## config.mk

```make
export PLATFORM = sky130hd
export DESIGN_NAME = bin_to_bcd_digits_flat
export DESIGN_NICKNAME = d
export VERILOG_FILES = /design/src/rtl/bcd_disp_pkg.sv /design/src/rtl/bin_to_bcd_digits_if.sv /design/src/rtl/dabble_nibble.sv /design/src/rtl/bin_to_bcd_digits.sv /design/src/flat_wrapper.sv
export SDC_FILE = /design/constraint.sdc
export NUM_CORES = 1
export LEC_CHECK = 0
export BUFFER_PORTS_ARGS = -buffer_cell sky130_fd_sc_hd__buf_2
export CORE_UTILIZATION = 60
export CTS_BUF_LIST = sky130_fd_sc_hd__clkbuf_2
export DETAILED_ROUTE_END_ITERATION = 8
export GPL_TIMING_DRIVEN = 0
export HOLD_SLACK_MARGIN = 0.06
export PLACE_DENSITY = 0.86
export SYNTH_ARGS = -nofsm -noshare
export SYNTH_HDL_FRONTEND = slang
export SYNTH_SLANG_ARGS = --single-unit
```

## constraint.sdc

```tcl
create_clock -name clk -period 3.7 [get_ports clk]
set_clock_uncertainty 0.05 [all_clocks]
set_input_delay 0.185 -clock clk [delete_from_list [all_inputs] [get_ports clk]]
set_output_delay 0.185 -clock clk [all_outputs]
set_load 0.01 [all_outputs]
```

## src/rtl/bcd_disp_pkg.sv

```systemverilog
// Shared constants and state encoding for the treadmill BCD digit converter.
package bcd_disp_pkg;

  localparam logic [3:0]  BLANK_CODE = 4'hA;
  localparam logic [3:0]  OVF_CODE   = 4'hF;
  localparam int unsigned MAX_VAL    = 9999;
  localparam int unsigned NUM_DIGITS = 4;

  typedef enum logic [1:0] {
    IDLE,
    SHIFT,
    LOAD
  } state_e;

endpackage

```

## src/rtl/bin_to_bcd_digits_if.sv

```systemverilog
// Request/digit bundle between a value producer and the BCD digit converter.
interface bin_to_bcd_digits_if #(
  parameter int unsigned WIDTH = 14
);

  logic             start;
  logic [WIDTH-1:0] value_in;
  logic             busy;
  logic             done;
  logic             overflow;
  logic [3:0]       dig3;
  logic [3:0]       dig2;
  logic [3:0]       dig1;
  logic [3:0]       dig0;

  modport master (
    output start, value_in,
    input  busy, done, overflow, dig3, dig2, dig1, dig0
  );

  modport slave (
    input  start, value_in,
    output busy, done, overflow, dig3, dig2, dig1, dig0
  );

endinterface

```

## src/rtl/dabble_nibble.sv

```systemverilog
// Double-dabble nibble correction: add 3 when the BCD digit is 5 or more.
module dabble_nibble (
  input  logic [3:0] din,
  output logic [3:0] dout
);

  always_comb begin
    dout = din;
    if (din >= 4'd5) begin
      dout = din + 4'd3;
    end
  end

endmodule

```

## src/rtl/bin_to_bcd_digits.sv

```systemverilog
// Iterative binary-to-BCD converter producing four display codes with
// leading-zero blanking and an overflow glyph; outputs change only on done.
module bin_to_bcd_digits
  import bcd_disp_pkg::*;
#(
  parameter int unsigned WIDTH         = 14,
  parameter bit          BLANK_LEADING = 1'b1
) (
  input  logic               clk,
  input  logic               rst_n,
  bin_to_bcd_digits_if.slave bus
);

  localparam int unsigned CW       = $clog2(WIDTH + 1);
  localparam logic [3:0]  RST_LEAD = BLANK_LEADING ? BLANK_CODE : 4'h0;

  state_e                     state_q, state_d;
  logic [CW-1:0]              count_q, count_d;
  logic [15:0]                bcd_q, bcd_d;
  logic [WIDTH-1:0]           bin_q, bin_d;
  logic                       ovf_pend_q, ovf_pend_d;
  logic                       busy_q, busy_d;
  logic                       done_q, done_d;
  logic                       overflow_q, overflow_d;
  logic [NUM_DIGITS-1:0][3:0] dig_q, dig_d;

  logic [15:0]                bcd_adj;
  logic [NUM_DIGITS-1:0][3:0] dig_fmt;
  logic                       blank3, blank2, blank1;

  for (genvar g = 0; g < NUM_DIGITS; g++) begin : g_nib
    dabble_nibble u_nib (
      .din  (bcd_q[4*g +: 4]),
      .dout (bcd_adj[4*g +: 4])
    );
  end

  // Blanking cascades from the thousands digit down; units always shown.
  always_comb begin
    blank3 = BLANK_LEADING && (bcd_q[15:12] == 4'd0);
    blank2 = blank3 && (bcd_q[11:8] == 4'd0);
    blank1 = blank2 && (bcd_q[7:4] == 4'd0);
    dig_fmt[3] = blank3 ? BLANK_CODE : bcd_q[15:12];
    dig_fmt[2] = blank2 ? BLANK_CODE : bcd_q[11:8];
    dig_fmt[1] = blank1 ? BLANK_CODE : bcd_q[7:4];
    dig_fmt[0] = bcd_q[3:0];
  end

  always_comb begin
    state_d    = state_q;
    count_d    = count_q;
    bcd_d      = bcd_q;
    bin_d      = bin_q;
    ovf_pend_d = ovf_pend_q;
    busy_d     = busy_q;
    done_d     = 1'b0;
    overflow_d = overflow_q;
    dig_d      = dig_q;
    case (state_q)
      IDLE: begin
        if (bus.start) begin
          bin_d      = bus.value_in;
          bcd_d      = '0;
          count_d    = CW'(WIDTH);
          ovf_pend_d = (32'(bus.value_in) > MAX_VAL);
          busy_d     = 1'b1;
          state_d    = SHIFT;
        end
      end
      SHIFT: begin
        // Carry out of the top BCD nibble is dropped; only reachable on overflow.
        {bcd_d, bin_d} = {bcd_adj[14:0], bin_q, 1'b0};
        count_d        = count_q - CW'(1);
        if (count_q == CW'(1)) begin
          state_d = LOAD;
        end
      end
      LOAD: begin
        dig_d      = ovf_pend_q ? {NUM_DIGITS{OVF_CODE}} : dig_fmt;
        overflow_d = ovf_pend_q;
        done_d     = 1'b1;
        busy_d     = 1'b0;
        state_d    = IDLE;
      end
      default: state_d = IDLE;
    endcase
  end

  always_ff @(posedge clk or negedge rst_n) begin
    if (!rst_n) begin
      state_q    <= IDLE;
      count_q    <= '0;
      bcd_q      <= '0;
      bin_q      <= '0;
      ovf_pend_q <= 1'b0;
      busy_q     <= 1'b0;
      done_q     <= 1'b0;
      overflow_q <= 1'b0;
      dig_q      <= {RST_LEAD, RST_LEAD, RST_LEAD, 4'h0};
    end else begin
      state_q    <= state_d;
      count_q    <= count_d;
      bcd_q      <= bcd_d;
      bin_q      <= bin_d;
      ovf_pend_q <= ovf_pend_d;
      busy_q     <= busy_d;
      done_q     <= done_d;
      overflow_q <= overflow_d;
      dig_q      <= dig_d;
    end
  end

  assign bus.busy     = busy_q;
  assign bus.done     = done_q;
  assign bus.overflow = overflow_q;
  assign bus.dig3     = dig_q[3];
  assign bus.dig2     = dig_q[2];
  assign bus.dig1     = dig_q[1];
  assign bus.dig0     = dig_q[0];

endmodule
```

## src/flat_wrapper.sv

```systemverilog
// flat-port wrapper written by rule: the top's interface ports become plain ports
module bin_to_bcd_digits_flat import bcd_disp_pkg::*;
#(
  parameter int unsigned WIDTH         = 14,
  parameter bit          BLANK_LEADING = 1'b1
)
  (clk, rst_n, bus_start, bus_value_in, bus_busy, bus_done, bus_overflow, bus_dig3, bus_dig2, bus_dig1, bus_dig0);
  bin_to_bcd_digits_if #(.WIDTH(WIDTH)) bus_i ();
  input  logic clk;
  input  logic rst_n;
  input wire logic [$bits(bus_i.start)-1:0] bus_start;
  input wire logic [$bits(bus_i.value_in)-1:0] bus_value_in;
  output wire logic [$bits(bus_i.busy)-1:0] bus_busy;
  output wire logic [$bits(bus_i.done)-1:0] bus_done;
  output wire logic [$bits(bus_i.overflow)-1:0] bus_overflow;
  output wire logic [$bits(bus_i.dig3)-1:0] bus_dig3;
  output wire logic [$bits(bus_i.dig2)-1:0] bus_dig2;
  output wire logic [$bits(bus_i.dig1)-1:0] bus_dig1;
  output wire logic [$bits(bus_i.dig0)-1:0] bus_dig0;
  assign bus_i.start = bus_start;
  assign bus_i.value_in = bus_value_in;
  assign bus_busy = bus_i.busy;
  assign bus_done = bus_i.done;
  assign bus_overflow = bus_i.overflow;
  assign bus_dig3 = bus_i.dig3;
  assign bus_dig2 = bus_i.dig2;
  assign bus_dig1 = bus_i.dig1;
  assign bus_dig0 = bus_i.dig0;
  bin_to_bcd_digits #(.WIDTH(WIDTH), .BLANK_LEADING(BLANK_LEADING)) u_core (.clk(clk), .rst_n(rst_n), .bus(bus_i));
endmodule
```

==> key figures <==
Pwr
  – Logic pwr share: a little under half
  – Worst vdd ir: 0.000540 V
  – Pwr Density: around 850 nW/um^2
  – Sw frac: 39.5%
  – Clock power frac: 16.0%
  – Sw power: 1.09 mW
  – Design Power: between 2 and 3 mW
  – Cell-internal power: 1.67 mW
  – Leakage: approximately 1.6 nW
  – Sequential share of power: between 30% and 40%

Synthesis
  – Mapped Area: 2670 sq um
  – Synthesized Nets: 312
  – Syn_area_per_cell: between 9 and 10 sq um
  – Synth cell count leaders: nand2_1, dfrtp_1, nor2_1
  – Yosys top cell by area: dfrtp_1
  – Sequential-to-total area share from yosys stat: between 50 and 60%
  – Synth Register Bits: 56
  – Yosys top cell area share: 46.8%
  – Post-synth ARST share: 100%
  – Synth area leaders: dfrtp_1, nand2_1, dfstp_2, ha_1, nor2_1
  – Synth Instances: between 200 and 300
  – Post-synth EDFFs: 0
  – YS warnings: 0
  – Top FF cell, synth: dfrtp_1
  – Count of cell types in the netlist: 35
  – Count leader, synth: nand2_1

Setup path
  – Worst Path Arrival: ~2200 ps
  – WP data required: 4020 ps
  – WS Path Type: reg2reg
  – Crit path launch type: register
  – CP max FO: 4
  – Worst Setup End Kind: register

Placement
  – Dpl ws: 1880 ps
  – # port buffers: 35
  – Placed instance area: 2910 sq um
  – HPWL Detailed: 3790 um
  – Cell count after placement: 368
  – GP Congestion: ~0.8

STA
  – Achievable Freq: approximately 520 MHz
  – Slew Viols, Final: 0
  – Least-Margin Pin Slew: 474 ps
  – Hold Slack: 423 ps
  – Tcrit/Tclk final: 51.7%
  – Hold Vio Cnt, Final: 0
  – Final setup vio count: 0
  – Slew headroom: 68.4%
  – Final period demand of the worst path: 1910 ps
  – Setup TNS after final layout: 0 ps
  – Setup ws final: 1790 ps
  – RSZ-0062 raised after global routing: false

Global route
  – Largest net degree at the start of global routing: 57
  – Vias in the first global route: around 2100
  – First-pass GRT wire length: 9280 um
  – GRT Total Usage: a little over a quarter
  – GR Overflow Total: 0
  – Initial antenna violation count: 0

Drt
  – Max Used Layer: met4
  – Met1 Routed Length: 2600 um
  – Post-Route WL: 5670 um
  – Detailed router's first-iteration violation count: 118
  – Number of vias per cell: 5.58
  – Vias: 2203
  – WL met3: 232 um
  – Pre-antenna DRT Iters: 4
  – Post-route DRC: 0
  – Routed length per placed instance: 14.3 um
  – Met2 routed WL: around 2700 um
  – ANT nets after route: 0

Final layout
  – Area growth syn-to-layout: 20.7%
  – Final #Nets: 373
  – Ant diodes: 0
  – Layout cells sized above 1: between 10% and 20%
  – Fin cells: 395
  – Filler instances: between 200 and 300
  – Finished Cell Area: 3230 sq um
  – Final Core Density: ~80%

Hold path
  – Hold crit path type: in2reg

Clock network
  – CTS tree: done
  – Clk_lat worst skew: 470 ps
  – Clock transition at path regs: a little under 300 ps
  – Root Driver: clkbuf_2
  – CTS Sinks: 56
  – Maximum root-to-sink buffer count: 2
  – H-tree levels: 2
  – TritonCTS buffer count: 5

Die
  – Die ar.: 4730 sq um
  – Rows: 23
  – Initial Utilization: 64.5%
  – I/O Pins: 36
  – Die height: 68.8 um
  – Die W: 68.8 um
  – Core ar.: 4140 sq um

Job
  – Max-cap viol count: 0

Status
  – Status: completed
## power by group through the flow
stage               Sequential, mW  Clock (mW)  Combinational [mW]
floorplan                     1.06           0               0.905
global placement              1.06           0                1.17
detailed placement            1.08           0                1.22
CTS                           1.06       0.445                1.24
global route                  1.10       0.469                1.41
finish                        1.06       0.441                1.25
## state kept, by name, indices dropped and copies added (netlist names)
signal               count
u_core.state_q           2
u_core.bus.dig2          4
u_core.bus.dig0          4
u_core.count_q           4
u_core.bin_q            14
u_core.bus.done          1
u_core.bus.overflow      1
u_core.ovf_pend_q        1
u_core.bus.busy          1
u_core.bus.dig3          4
u_core.bcd_q            16
u_core.bus.dig1          4
## layer usage
layer	global-route usage (%)	up-vias
met5	0	-
met4	11.5	0
met3	5.92	9
met2	46.6	62
met1	33.8	1032
li1	-	1100
## cell type report
class / instances / area, sq um / area share [%]
inverters: 11 / 41.3 / 1.28
clock inverters: 3 / 90.1 / 2.79
multi-input cells: 201 / 1140 / 35.5
flip-flops and latches: 56 / 1410 / 43.7
plain buffers: 15 / 78.8 / 2.44
clock buffers: 5 / 25.0 / 0.775
repair buffers: 54 / 375 / 11.6
well taps: 50 / 62.6 / 1.94
## what timing repair did
| item | CTS | global route |
|---|---|---|
| setup buffers | 0 | 0 |
| hold buffers | 17 | 1 |
| gates resized for setup | 0 | 0 |
| hold endpoints to repair | 69 | 5 |
## kinds of logic after synthesis
group	count (synthesis)	synth area share, %
DFF	56	52.7
xor gates and xnor gates	6	1.97
AOI/OAI and AO/OA	69	16.4
and+or+nand+nor	114	18.8
adders and majority gates	12	5.62
buffers and inverters	26	4.49
## final timing paths
kind                       slack [ps]  depth (start not counted)                from                  end
max in group asynchronous        2400                          4               rst_n   u_core.bus.dig1[1]
hold reg to reg                   420                          2  u_core.bus.dig2[3]   u_core.bus.dig2[3]
setup / recovery                 1790                          6     u_core.bcd_q[4]      u_core.bcd_q[6]
setup reg to reg                 1790                          6     u_core.bcd_q[4]      u_core.bcd_q[6]
min in group asynchronous         600                          3               rst_n  u_core.bus.overflow
hold / removal                    420                          4    bus_value_in[12]     u_core.bin_q[12]
## cells in the final DEF (no fill, tap or decap)
cell,Yosys,final
or2_1,1,1
nand4_1,1,1
clkbuf_2,1,6
buf_6,1,1
dfstp_2,6,6
a32o_1,5,5
a21oi_1,11,11
nand2b_1,5,5
nor2b_1,3,3
dfrtp_1,50,50
nor3b_4,1,1
buf_12,0,1
buf_4,1,1
a22oi_1,1,1
buf_2,8,43
nor4_1,2,2
a31o_2,1,1
dlygate4sd3_1,0,18
inv_1,10,10
or2b_1,1,1
nor2_1,28,28
ha_1,12,12
xnor2_1,5,5
o22ai_1,6,6
nand3_1,2,2
and3_1,2,2
bufinv_16,0,3
xor2_1,1,1
nor3_1,6,6
o21ai_0,20,20
a221o_1,4,4
inv_2,1,1
o31ai_1,5,5
a31oi_1,15,15
nand2_1,59,59
o32ai_1,1,1
nor3b_1,3,3
clkbuf_1,4,4
## critical path, cell delays in order, from the launching register on
cell     delay, ps
dfrtp_1        480
inv_1          160
ha_1           220
or2b_1         250
a21oi_1        310
nor3_1          90
a221o_1        260
No activity file was read; power rests on OpenSTA's default activity.
